[src/rtl/lcd_texto_seq_if.sv]
// Handshake bundle between the text sequencer and the HD44780 controller.
//   lcd_enable : transaction request, raised by the sequencer
//   lcd_bus    : {rs, rw, data[7:0]} presented with the request
//   lcd_busy   : controller busy flag
// Valid/ready semantics: the sequencer raises lcd_enable with lcd_bus stable
// only while lcd_busy is low; the controller accepts by raising lcd_busy,
// after which lcd_enable drops; the transaction completes when lcd_busy falls.
interface lcd_texto_seq_if;
  logic       lcd_enable;
  logic [9:0] lcd_bus;
  logic       lcd_busy;

  modport master (output lcd_enable, output lcd_bus, input lcd_busy);
  modport slave  (input lcd_enable, input lcd_bus, output lcd_busy);
endinterface

[src/rtl/lcd_texto_seq.sv]
// Frame-buffer feeder for an HD44780 LCD controller.
// Holds 2 x 16 characters written by the host and, on refresh, streams
// them as 34 transactions: 0x080, 16 chars of line 1, 0x0C0, 16 chars of line 2.
// Ports:
//   clk, rst_n          : clock (rising edge), async active-low reset
//   wr_en/wr_addr/wr_data : host write into the frame buffer (any state)
//   refresh             : single-cycle frame request (latched as pending)
//   lcd                 : master side of the controller handshake
//   seq_busy            : high while a frame transfer is in progress
//   frame_done          : one-cycle pulse after the last transaction
//   ack_err             : one-cycle pulse when the controller never acks
//   dbg_state           : current FSM state
module lcd_texto_seq #(
  parameter int          LINE_LEN    = 16,
  parameter int          ACK_TIMEOUT = 1000,
  parameter logic [7:0]  FILL_CHAR   = 8'h20
) (
  input  logic                   clk,
  input  logic                   rst_n,
  input  logic                   wr_en,
  input  logic [4:0]             wr_addr,
  input  logic [7:0]             wr_data,
  input  logic                   refresh,
  lcd_texto_seq_if.master        lcd,
  output logic                   seq_busy,
  output logic                   frame_done,
  output logic                   ack_err,
  output logic [2:0]             dbg_state
);

  localparam int DEPTH = 2 * LINE_LEN;
  localparam int TW    = $clog2(ACK_TIMEOUT + 1);

  localparam logic [5:0] LINE2_STEP = 6'(LINE_LEN + 1);
  localparam logic [5:0] LAST_STEP  = 6'(2 * LINE_LEN + 1);
  localparam logic [TW-1:0] TO_LAST = TW'(ACK_TIMEOUT - 1);

  localparam logic [2:0] IDLE      = 3'd0;
  localparam logic [2:0] ISSUE     = 3'd1;
  localparam logic [2:0] WAIT_ACK  = 3'd2;
  localparam logic [2:0] WAIT_DONE = 3'd3;
  localparam logic [2:0] NEXT      = 3'd4;

  logic [2:0]    state;
  logic [5:0]    step;
  logic [TW-1:0] to_cnt;
  logic          pending;
  logic [7:0]    char_mem [DEPTH];

  logic [4:0]    char_idx;
  logic [9:0]    issue_word;
  logic          start;

  assign dbg_state = state;
  assign start     = (state == IDLE) && pending && !lcd.lcd_busy;

  // Line 1 chars sit at steps 1..16, line 2 chars at steps 18..33;
  // the second offset skips the 0x0C0 address command.
  always_comb begin
    char_idx   = 5'd0;
    issue_word = 10'h000;
    if (step <= LINE2_STEP) char_idx = 5'(step - 6'd1);
    else                    char_idx = 5'(step - 6'd2);
    if (step == 6'd0)            issue_word = 10'h080;
    else if (step == LINE2_STEP) issue_word = 10'h0C0;
    else                         issue_word = {2'b10, char_mem[char_idx]};
  end

  // Frame buffer: host writes land in any state; read at ISSUE time.
  always_ff @(posedge clk or negedge rst_n) begin
    if (!rst_n) begin
      for (int i = 0; i < DEPTH; i++) char_mem[i] <= FILL_CHAR;
    end else if (wr_en) begin
      char_mem[wr_addr] <= wr_data;
    end
  end

  // A refresh arriving on the same edge that a frame starts (or ends)
  // must survive, so the set has priority over the clear.
  always_ff @(posedge clk or negedge rst_n) begin
    if (!rst_n)       pending <= 1'b0;
    else if (refresh) pending <= 1'b1;
    else if (start)   pending <= 1'b0;
  end

  always_ff @(posedge clk or negedge rst_n) begin
    if (!rst_n) begin
      state          <= IDLE;
      step           <= 6'd0;
      to_cnt         <= '0;
      lcd.lcd_enable <= 1'b0;
      lcd.lcd_bus    <= 10'h000;
      seq_busy       <= 1'b0;
      frame_done     <= 1'b0;
      ack_err        <= 1'b0;
    end else begin
      frame_done <= 1'b0;
      ack_err    <= 1'b0;
      case (state)
        IDLE: begin
          if (start) begin
            step     <= 6'd0;
            seq_busy <= 1'b1;
            state    <= ISSUE;
          end
        end
        ISSUE: begin
          lcd.lcd_bus    <= issue_word;
          lcd.lcd_enable <= 1'b1;
          to_cnt         <= '0;
          state          <= WAIT_ACK;
        end
        WAIT_ACK: begin
          if (lcd.lcd_busy) begin
            lcd.lcd_enable <= 1'b0;
            state          <= WAIT_DONE;
          end else if (to_cnt == TO_LAST) begin
            // Controller never accepted: abandon the whole frame.
            lcd.lcd_enable <= 1'b0;
            ack_err        <= 1'b1;
            step           <= 6'd0;
            seq_busy       <= 1'b0;
            state          <= IDLE;
          end else begin
            to_cnt <= to_cnt + 1'b1;
          end
        end
        WAIT_DONE: begin
          if (!lcd.lcd_busy) state <= NEXT;
        end
        NEXT: begin
          if (step == LAST_STEP) begin
            frame_done <= 1'b1;
            seq_busy   <= 1'b0;
            step       <= 6'd0;
            state      <= IDLE;
          end else if (!lcd.lcd_busy) begin
            // Advance only when leaving, so waiting here never skips a step.
            step  <= step + 6'd1;
            state <= ISSUE;
          end
        end
        default: state <= IDLE;
      endcase
    end
  end

endmodule

[src/flat_wrapper.sv]
// flat-port wrapper written by rule: the top's interface ports become plain ports
module lcd_texto_seq_flat 
#(
  parameter int          LINE_LEN    = 16,
  parameter int          ACK_TIMEOUT = 1000,
  parameter logic [7:0]  FILL_CHAR   = 8'h20
)
  (clk, rst_n, wr_en, wr_addr, wr_data, refresh, seq_busy, frame_done, ack_err, dbg_state, lcd_lcd_enable, lcd_lcd_bus, lcd_lcd_busy);
  lcd_texto_seq_if lcd_i ();
  input  logic clk;
  input  logic rst_n;
  input  logic wr_en;
  input  logic [4:0] wr_addr;
  input  logic [7:0] wr_data;
  input  logic refresh;
  output logic seq_busy;
  output logic frame_done;
  output logic ack_err;
  output logic [2:0] dbg_state;
  output wire logic [$bits(lcd_i.lcd_enable)-1:0] lcd_lcd_enable;
  output wire logic [$bits(lcd_i.lcd_bus)-1:0] lcd_lcd_bus;
  input wire logic [$bits(lcd_i.lcd_busy)-1:0] lcd_lcd_busy;
  assign lcd_lcd_enable = lcd_i.lcd_enable;
  assign lcd_lcd_bus = lcd_i.lcd_bus;
  assign lcd_i.lcd_busy = lcd_lcd_busy;
  lcd_texto_seq #(.LINE_LEN(LINE_LEN), .ACK_TIMEOUT(ACK_TIMEOUT), .FILL_CHAR(FILL_CHAR)) u_core (.clk(clk), .rst_n(rst_n), .wr_en(wr_en), .wr_addr(wr_addr), .wr_data(wr_data), .refresh(refresh), .lcd(lcd_i), .seq_busy(seq_busy), .frame_done(frame_done), .ack_err(ack_err), .dbg_state(dbg_state));
endmodule
[config.mk]
export PLATFORM = sky130hd
export DESIGN_NAME = lcd_texto_seq_flat
export DESIGN_NICKNAME = d
export VERILOG_FILES = /design/src/rtl/lcd_texto_seq_if.sv /design/src/rtl/lcd_texto_seq.sv /design/src/flat_wrapper.sv
export SDC_FILE = /design/constraint.sdc
export NUM_CORES = 1
export LEC_CHECK = 0
export BUFFER_PORTS_ARGS = -buffer_cell sky130_fd_sc_hd__buf_2
export CORE_MARGIN = 2
export CORE_UTILIZATION = 65
export DETAILED_ROUTE_END_ITERATION = 10
export GPL_TIMING_DRIVEN = 0
export HOLD_SLACK_MARGIN = 0.08
export PLACE_DENSITY_LB_ADDON = 0.12
export SYNTH_ARGS = -nofsm -noshare
export SYNTH_HDL_FRONTEND = slang
export SYNTH_SLANG_ARGS = --single-unit
[constraint.sdc]
create_clock -name clk -period 9.5 [get_ports clk]
set_input_delay 1.9 -clock clk [delete_from_list [all_inputs] [get_ports clk]]
set_output_delay 1.9 -clock clk [all_outputs]
set_load 0.01 [all_outputs]
==> results.yml, run 1 <==
power_and_ir_drop:
  p_clk_share_pct: 28.7
  internal_power_mw: 2.81
  power_frac_seq_pct: 39.3
  ir_drop_mv: 0.160
  p_comb_share_pct: 32.0
  power_switching_mw: 1.46
  switching_share_pct: 34.2
  powerDensity_nw_per_um2: 245
  leakagePower_nw: 7.19
finish:
  final_cell_mix: "mux2_2 (272), dfrtp_1 (257), mux2i_1 (152)"
  finalInstanceArea_um2: 17400
  final_util_pct: 72.3
  layout.nets: 1443
  ff_latch_area_um2: 7270
  syn_to_final_growth_pct: 10.4
  n_antenna_cell: 0
  multiInputGateArea_um2: 8050
  final_common_cell: "mux2_2"
  drive_gt1_share_pct: 31.1
  fillCellCount: 1758
synth:
  ys_ff_latch: 289
  synth-simple-area-share_pct: 8.70
  yosysTopAreaCellShare_pct: 40.7
  async_reset_ff_share_pct: 100
  synth.net_count: 1379
  synth.distinct_cells: 68
  ys_seq_area_share_pct: 46.1
  syn_area_per_cell_um2: 11.7
  synth_top_family_by_area: "multiplexers"
  synth_warnings: 0
  netlist_area_um2: 15800
  synth_flop_cell: "dfrtp_1"
  synth.area.top_cells: "dfrtp_1 (41%), mux2_2 (19%), mux2i_1 (9.6%)"
  synth_mux_area_share_pct: 31.6
  synth_area_leader_cell: "dfrtp_1"
  synthAdderAreaFrac_pct: 0.634
  netlist_instances: 1353
  synth_edf_count: 0
  synthXorXnorAreaFrac_pct: 0.610
  synth_compound_area_share_pct: 9.50
cts:
  cts.sink_count: 289
  cts_tree: "built"
  cts.path.max_buffers: 3
  worstSkewPairLatency_ps: 570
  root_buffer: "clkbuf_16"
  htree_levels: 1
  clk_pin_slew_ps: 60
  post_cts_resized: 0
  cts_setup_buffers: 0
  numCtsBuffers: 31
  hold_buffers: 0
detailed_routing:
  drtAntennaViolNets: 0
  avgViaCountPerCell: 6.77
  drc: 0
  drtPass1Iterations: 6
  drt_wl_total_um: 46100
  vias: 11948
  first_iter_violations: 1396
  wl_per_cell_um: 26.1
critical_path:
  cp.arrival_ps: 5940
  crit_type: "reg -> reg"
  cp.required_ps: 9920
  start_kind: "register"
  cp-end-kind: "register"
  path_max_fanout: 11
sta:
  max_freq_mhz: 181
  timing.slew.headroom_pct: 9.54
  slew_violations: 0
  skew_ps: 12.4
  hold_violations: 0
  fin_setup_tns_ps: 0
  setup_viol: 0
  fin_ws_ps: 3980
  min_period_ps: 5520
  finalCritPeriodShare_pct: 58.1
  rsz0062_at_grt: "no"
  worst_pin_slew_ps: 1350
outcome:
  status: "finished clean"
place:
  place_ws_ps: 4400
  placed_area_um2: 16400
  port_buffers: 29
  hpwl_um: 32200
  gp_congestion: 0.971
floorplanning:
  die-area_um2: 25500
  die_h_um: 160
  num_io_pins: 35
  start_util_pct: 65.5
  num_rows: 57
  core_area_um2: 24100
  die_w_um: 160
global_routing:
  antenna_found_initial: 1
  grt_first_pass_wirelength_um: 71000
  grt_start_max_net_pins: 115
  grt_overflow_total: 0
  grt_usage_pct: 36.5
  grt_pass1_vias: 12025
worst_hold_path:
  hold_class: "reg -> reg"
job:
  max_cap_violations: 0
## through the flow
step                      power [mW]  instances  hold WS [ps]
after floorplan                 2.58       1353           463
after global placement          2.96       1706           459
after detailed placement        3.01       1708           481
after CTS                       4.23       1766           494
after global routing            4.43       1766           524
final                           4.27       1766           488
## power groups by stage
stage          registers [mW]  logic, mW  clock network, mW
2_1_floorplan            1.64      0.936                  0
3_3_place_gp             1.67       1.29                  0
3_5_place_dp             1.69       1.32                  0
4_1_cts                  1.67       1.33               1.23
5_1_grt                  1.70       1.45               1.27
6_report                 1.68       1.37               1.22
## flip-flops by register name (all words and copies together) (netlist names), 3 cells and up
register            count
u_core.lcd.lcd_bus      9
u_core.char_mem       256
u_core.to_cnt          10
u_core.dbg_state        3
u_core.step             6
## synthesized netlist by cell type, types with 7 or more instances
library cell	count
a211oi_1	19
a21oi_1	51
a22oi_1	26
buf_2	28
clkbuf_1	61
dfrtp_1	257
dfstp_2	32
ha_1	8
inv_1	7
mux2_2	272
mux2i_1	152
mux4_2	17
nand2_1	78
nand3_1	24
nor2_1	66
nor2b_1	17
nor3_1	27
nor3b_1	7
nor4_1	12
o21ai_0	24
o221ai_1	18
o22ai_1	30
or4_1	13
xor2_1	8
## per-layer routing
layer	track usage, %	vias up	part of all wire, %
li1	-	5197	-
met3	7.92	153	8.9
met5	0	-	0.026
met1	49.0	6001	40
met2	56.7	595	45
met4	18.1	2	5.9
## critical path: stages (launching register included)
cell	delay, ps
dfrtp_1	410
buf_2	230
inv_1	210
clkbuf_1	490
clkbuf_1	640
ha_1	290
buf_2	270
buf_2	310
clkbuf_1	620
buf_2	530
mux2i_1	250
nand3_1	90
o221ai_1	120
nor3_1	80
nor4_1	720
o21ai_1	100
## worst paths after layout
path                                       startpoint               endpoint  slack, ps  depth (start not counted)
worst max-delay path                   u_core.step[0]  u_core.lcd.lcd_bus[2]       3980                         15
worst min-delay path            u_core.lcd.lcd_bus[9]  u_core.lcd.lcd_bus[9]        490                          1
worst max register to register         u_core.step[0]  u_core.lcd.lcd_bus[2]       3980                         15
worst min register to register  u_core.lcd.lcd_bus[9]  u_core.lcd.lcd_bus[9]        490                          1
max in group asynchronous                       rst_n   u_core.char_mem[117]       6760                          3
min in group asynchronous                       rst_n   u_core.char_mem[234]       1320                          1
## layout make-up
cell class	instances	share of cell area [%]
Buffer	99	2.48
Inverter	7	0.151
Clock buffer	52	5.42
Multi-Input combinational cell	958	46.2
Clock inverter	6	0.495
Timing Repair Buffer	31	1.21
Sequential cell	289	41.7
Tap cell	324	2.33
## logic make-up (layout without fill, tap and decap cells)
logic type      Yosys count  after routing
compound gates          217            217
mux                     442            442
simple gates            279            279
fa+ha+maj                 8              8
buf+inv                 106            195
other cells               1              1
xor+xnor                 11             11
flops                   289            289
Note: power is estimated with default switching activity, not from simulation.
==> run 2, diff against run 1 <==
--- a/config.mk
+++ b/config.mk
@@ -7,7 +7,7 @@
 export LEC_CHECK = 0
 export BUFFER_PORTS_ARGS = -buffer_cell sky130_fd_sc_hd__buf_2
 export CORE_MARGIN = 2
-export CORE_UTILIZATION = 65
+export CORE_UTILIZATION = 57
 export DETAILED_ROUTE_END_ITERATION = 10
 export GPL_TIMING_DRIVEN = 0
 export HOLD_SLACK_MARGIN = 0.08
==> constraint.sdc (replaced) <==
create_clock -name clk -period 5 [get_ports clk]
set_input_delay 1 -clock clk [delete_from_list [all_inputs] [get_ports clk]]
set_output_delay 1 -clock clk [all_outputs]
set_load 0.01 [all_outputs]
==> run 2 against run 1 <==
Against the previous run:
- final area rose by 1.2%
- register-to-register slack got worse by 3700 ps
- sequential power is 89% higher
- hold slack worse by 13 ps
- critical path depth down 1
- non-clock buffer count shrank 1
- combinational power up 91%
- critical path type unchanged
- highest routed layer is now met4
==> results.yml, run 2 (synthesis results as in run 1) <==
outcome:
  status: "finished clean"
finish:
  final_util_pct: 65.1
  final_cell_mix: "mux2_2 (272), dfrtp_1 (257), mux2i_1 (152)"
  final_common_cell: "mux2_2"
  drive_gt1_share_pct: 32.2
  finalInstanceArea_um2: 17600
  layout.nets: 1445
  largest_register: "u_core.char_mem"
  n_antenna_cell: 0
  largestRegisters: "u_core.char_mem: 256 flops, u_core.to_cnt: 10 flops, u_core.lcd.lcd_bus: 9 flops"
  largest_reg_flops: 256
  syn_to_final_growth_pct: 11.8
critical_path:
  cp.required_ps: 5370
  cp-end-kind: "register"
  rr_endpoint: "u_core.lcd.lcd_bus[1]"
  r2r-start: "u_core.step[0]"
  path_max_fanout: 11
  start_kind: "register"
  rr_worst_depth: 14
  crit_type: "reg -> reg"
  cp.arrival_ps: 5100
  r2r_slack_ps: 260
sta:
  finalCritPeriodShare_pct: 94.8
  fin_ws_ps: 261
  max_freq_mhz: 211
  skew_ps: 11.0
  setup_viol: 0
  hold_violations: 0
  holdWs_ps: 475
  rsz0062_at_grt: "no"
  slew_violations: 0
  timing.slew.headroom_pct: 15.0
  min_period_ps: 4740
  worst_pin_slew_ps: 1270
cts:
  cts.path.max_buffers: 3
  cts.sink_count: 289
  cts_tree: "built"
  htree_levels: 2
  clk_pin_slew_ps: 60
  numCtsBuffers: 34
  worstSkewPairLatency_ps: 510
  root_buffer: "clkbuf_16"
  cts_setup_buffers: 0
detailed_routing:
  avgViaCountPerCell: 6.51
  drt_wl_total_um: 46300
  drtAntennaViolNets: 0
  drc: 0
  vias: 11835
  drtPass1Iterations: 5
  first_iter_violations: 1213
  wl_per_cell_um: 25.5
power_and_ir_drop:
  p_comb_share_pct: 31.4
  leakagePower_nw: 7.27
  switching_share_pct: 33.6
  total_power_mw: 8.31
  power_frac_seq_pct: 38.2
  ir_drop_mv: 0.343
  power_switching_mw: 2.80
  powerDensity_nw_per_um2: 471
  internal_power_mw: 5.52
  p_clk_share_pct: 30.5
worst_hold_path:
  hold_class: "reg -> reg"
  min_to: "u_core.lcd.lcd_bus[9]"
  hold_path.startpoint: "u_core.lcd.lcd_bus[9]"
  whs_path_depth: 1
floorplanning:
  core_area_um2: 27100
  die-area_um2: 29000
  num_rows: 60
  die_w_um: 170
  die_h_um: 170
  start_util_pct: 58.2
  num_io_pins: 35
global_routing:
  grt_first_pass_wirelength_um: 71000
  grt_usage_pct: 32.9
  grt_start_max_net_pins: 108
  grt_pass1_vias: 11708
  antenna_found_initial: 1
  grt_overflow_total: 0
place:
  gp_congestion: 0.937
  placed_area_um2: 16500
  place_ws_ps: -245
  hpwl_um: 32500
  port_buffers: 29
job:
  max_cap_violations: 0
==> run 2: cell types whose count changed in the layout (fill, tap and decap cells not counted), moves of 2 or more <==
cell       delta
nor4_2        +4
clkbuf_16     +6
nor4_1        -4
clkinv_2      +2
clkbuf_2      +4
clkbuf_1      -8
==> run 2: layer usage <==
metal	track usage (%)	up-vias	wire length, um
li1	-	5181	-
met1	45.2	6022	19600
met2	51.7	496	21100
met3	5.47	136	3480
met4	14.3	0	2130
met5	0	-	0
==> run 2: timing repair <==
action                                 in CTS  in global routing
hold buffers                                0                  0
pin swaps                                   0                  0
endpoints found under the hold margin       0                  0
setup endpoints to repair                   6                  7
resized for setup                           2                 10
==> run 2: worst max path at each step <==
| stage | start | endpoint | slack [ps] | cells past startpoint |
|---|---|---|---|---|
| 3_5_place_dp | u_core.step[0] | u_core.lcd.lcd_bus[3] | -240 | 15 |
| 2_1_floorplan | u_core.step[0] | u_core.lcd.lcd_bus[0] | 1610 | 15 |
| 5_1_grt | u_core.step[0] | u_core.lcd.lcd_bus[2] | 110 | 14 |
| 3_3_place_gp | rst_n | u_core.char_mem[100] | -2410 | 1 |
| 6_report | u_core.step[0] | u_core.lcd.lcd_bus[1] | 260 | 14 |
| 4_1_cts | u_core.step[0] | u_core.lcd.lcd_bus[1] | 100 | 15 |
==> run 2: area by class of cell <==
class	instances	area, um^2
clock buffers	55	1090
flip-flops and latches	289	7270
well taps	372	465
fillers	2086	9460
repair buffers	31	210
clock inverters	7	65.1
multi-input cells	958	8080
inverters	7	26.3
plain buffers	98	434
==> run 2: metrics by stage <==
step / std cells / setup TNS (ps)
6_report: 1817 / 0
5_1_grt: 1817 / 0
4_1_cts: 1817 / 0
3_5_place_dp: 1756 / -927
3_3_place_gp: 1754 / -629960
2_1_floorplan: 1353 / 0
==> run 2: power groups by stage <==
stage               logic, mW  clock network, mW  registers [mW]
global route             2.79               2.66            3.23
detailed placement       2.54                  0            3.20
floorplan                1.78                  0            3.12
CTS                      2.55               2.56            3.16
finish                   2.61               2.53            3.17
global placement         2.48                  0            3.17
==> run 2: worst max-delay path: stages (launching register included) <==
cell and delay, ps:
dfrtp_1 380, buf_2 290, inv_1 190, clkbuf_2 280
clkbuf_2 330, ha_1 320, nor2_1 350, o211ai_2 370
nand2_1 430, clkbuf_1 600, a22oi_1 160, nand2_1 140
o22ai_1 140, nor4_2 450, o21ai_0 150
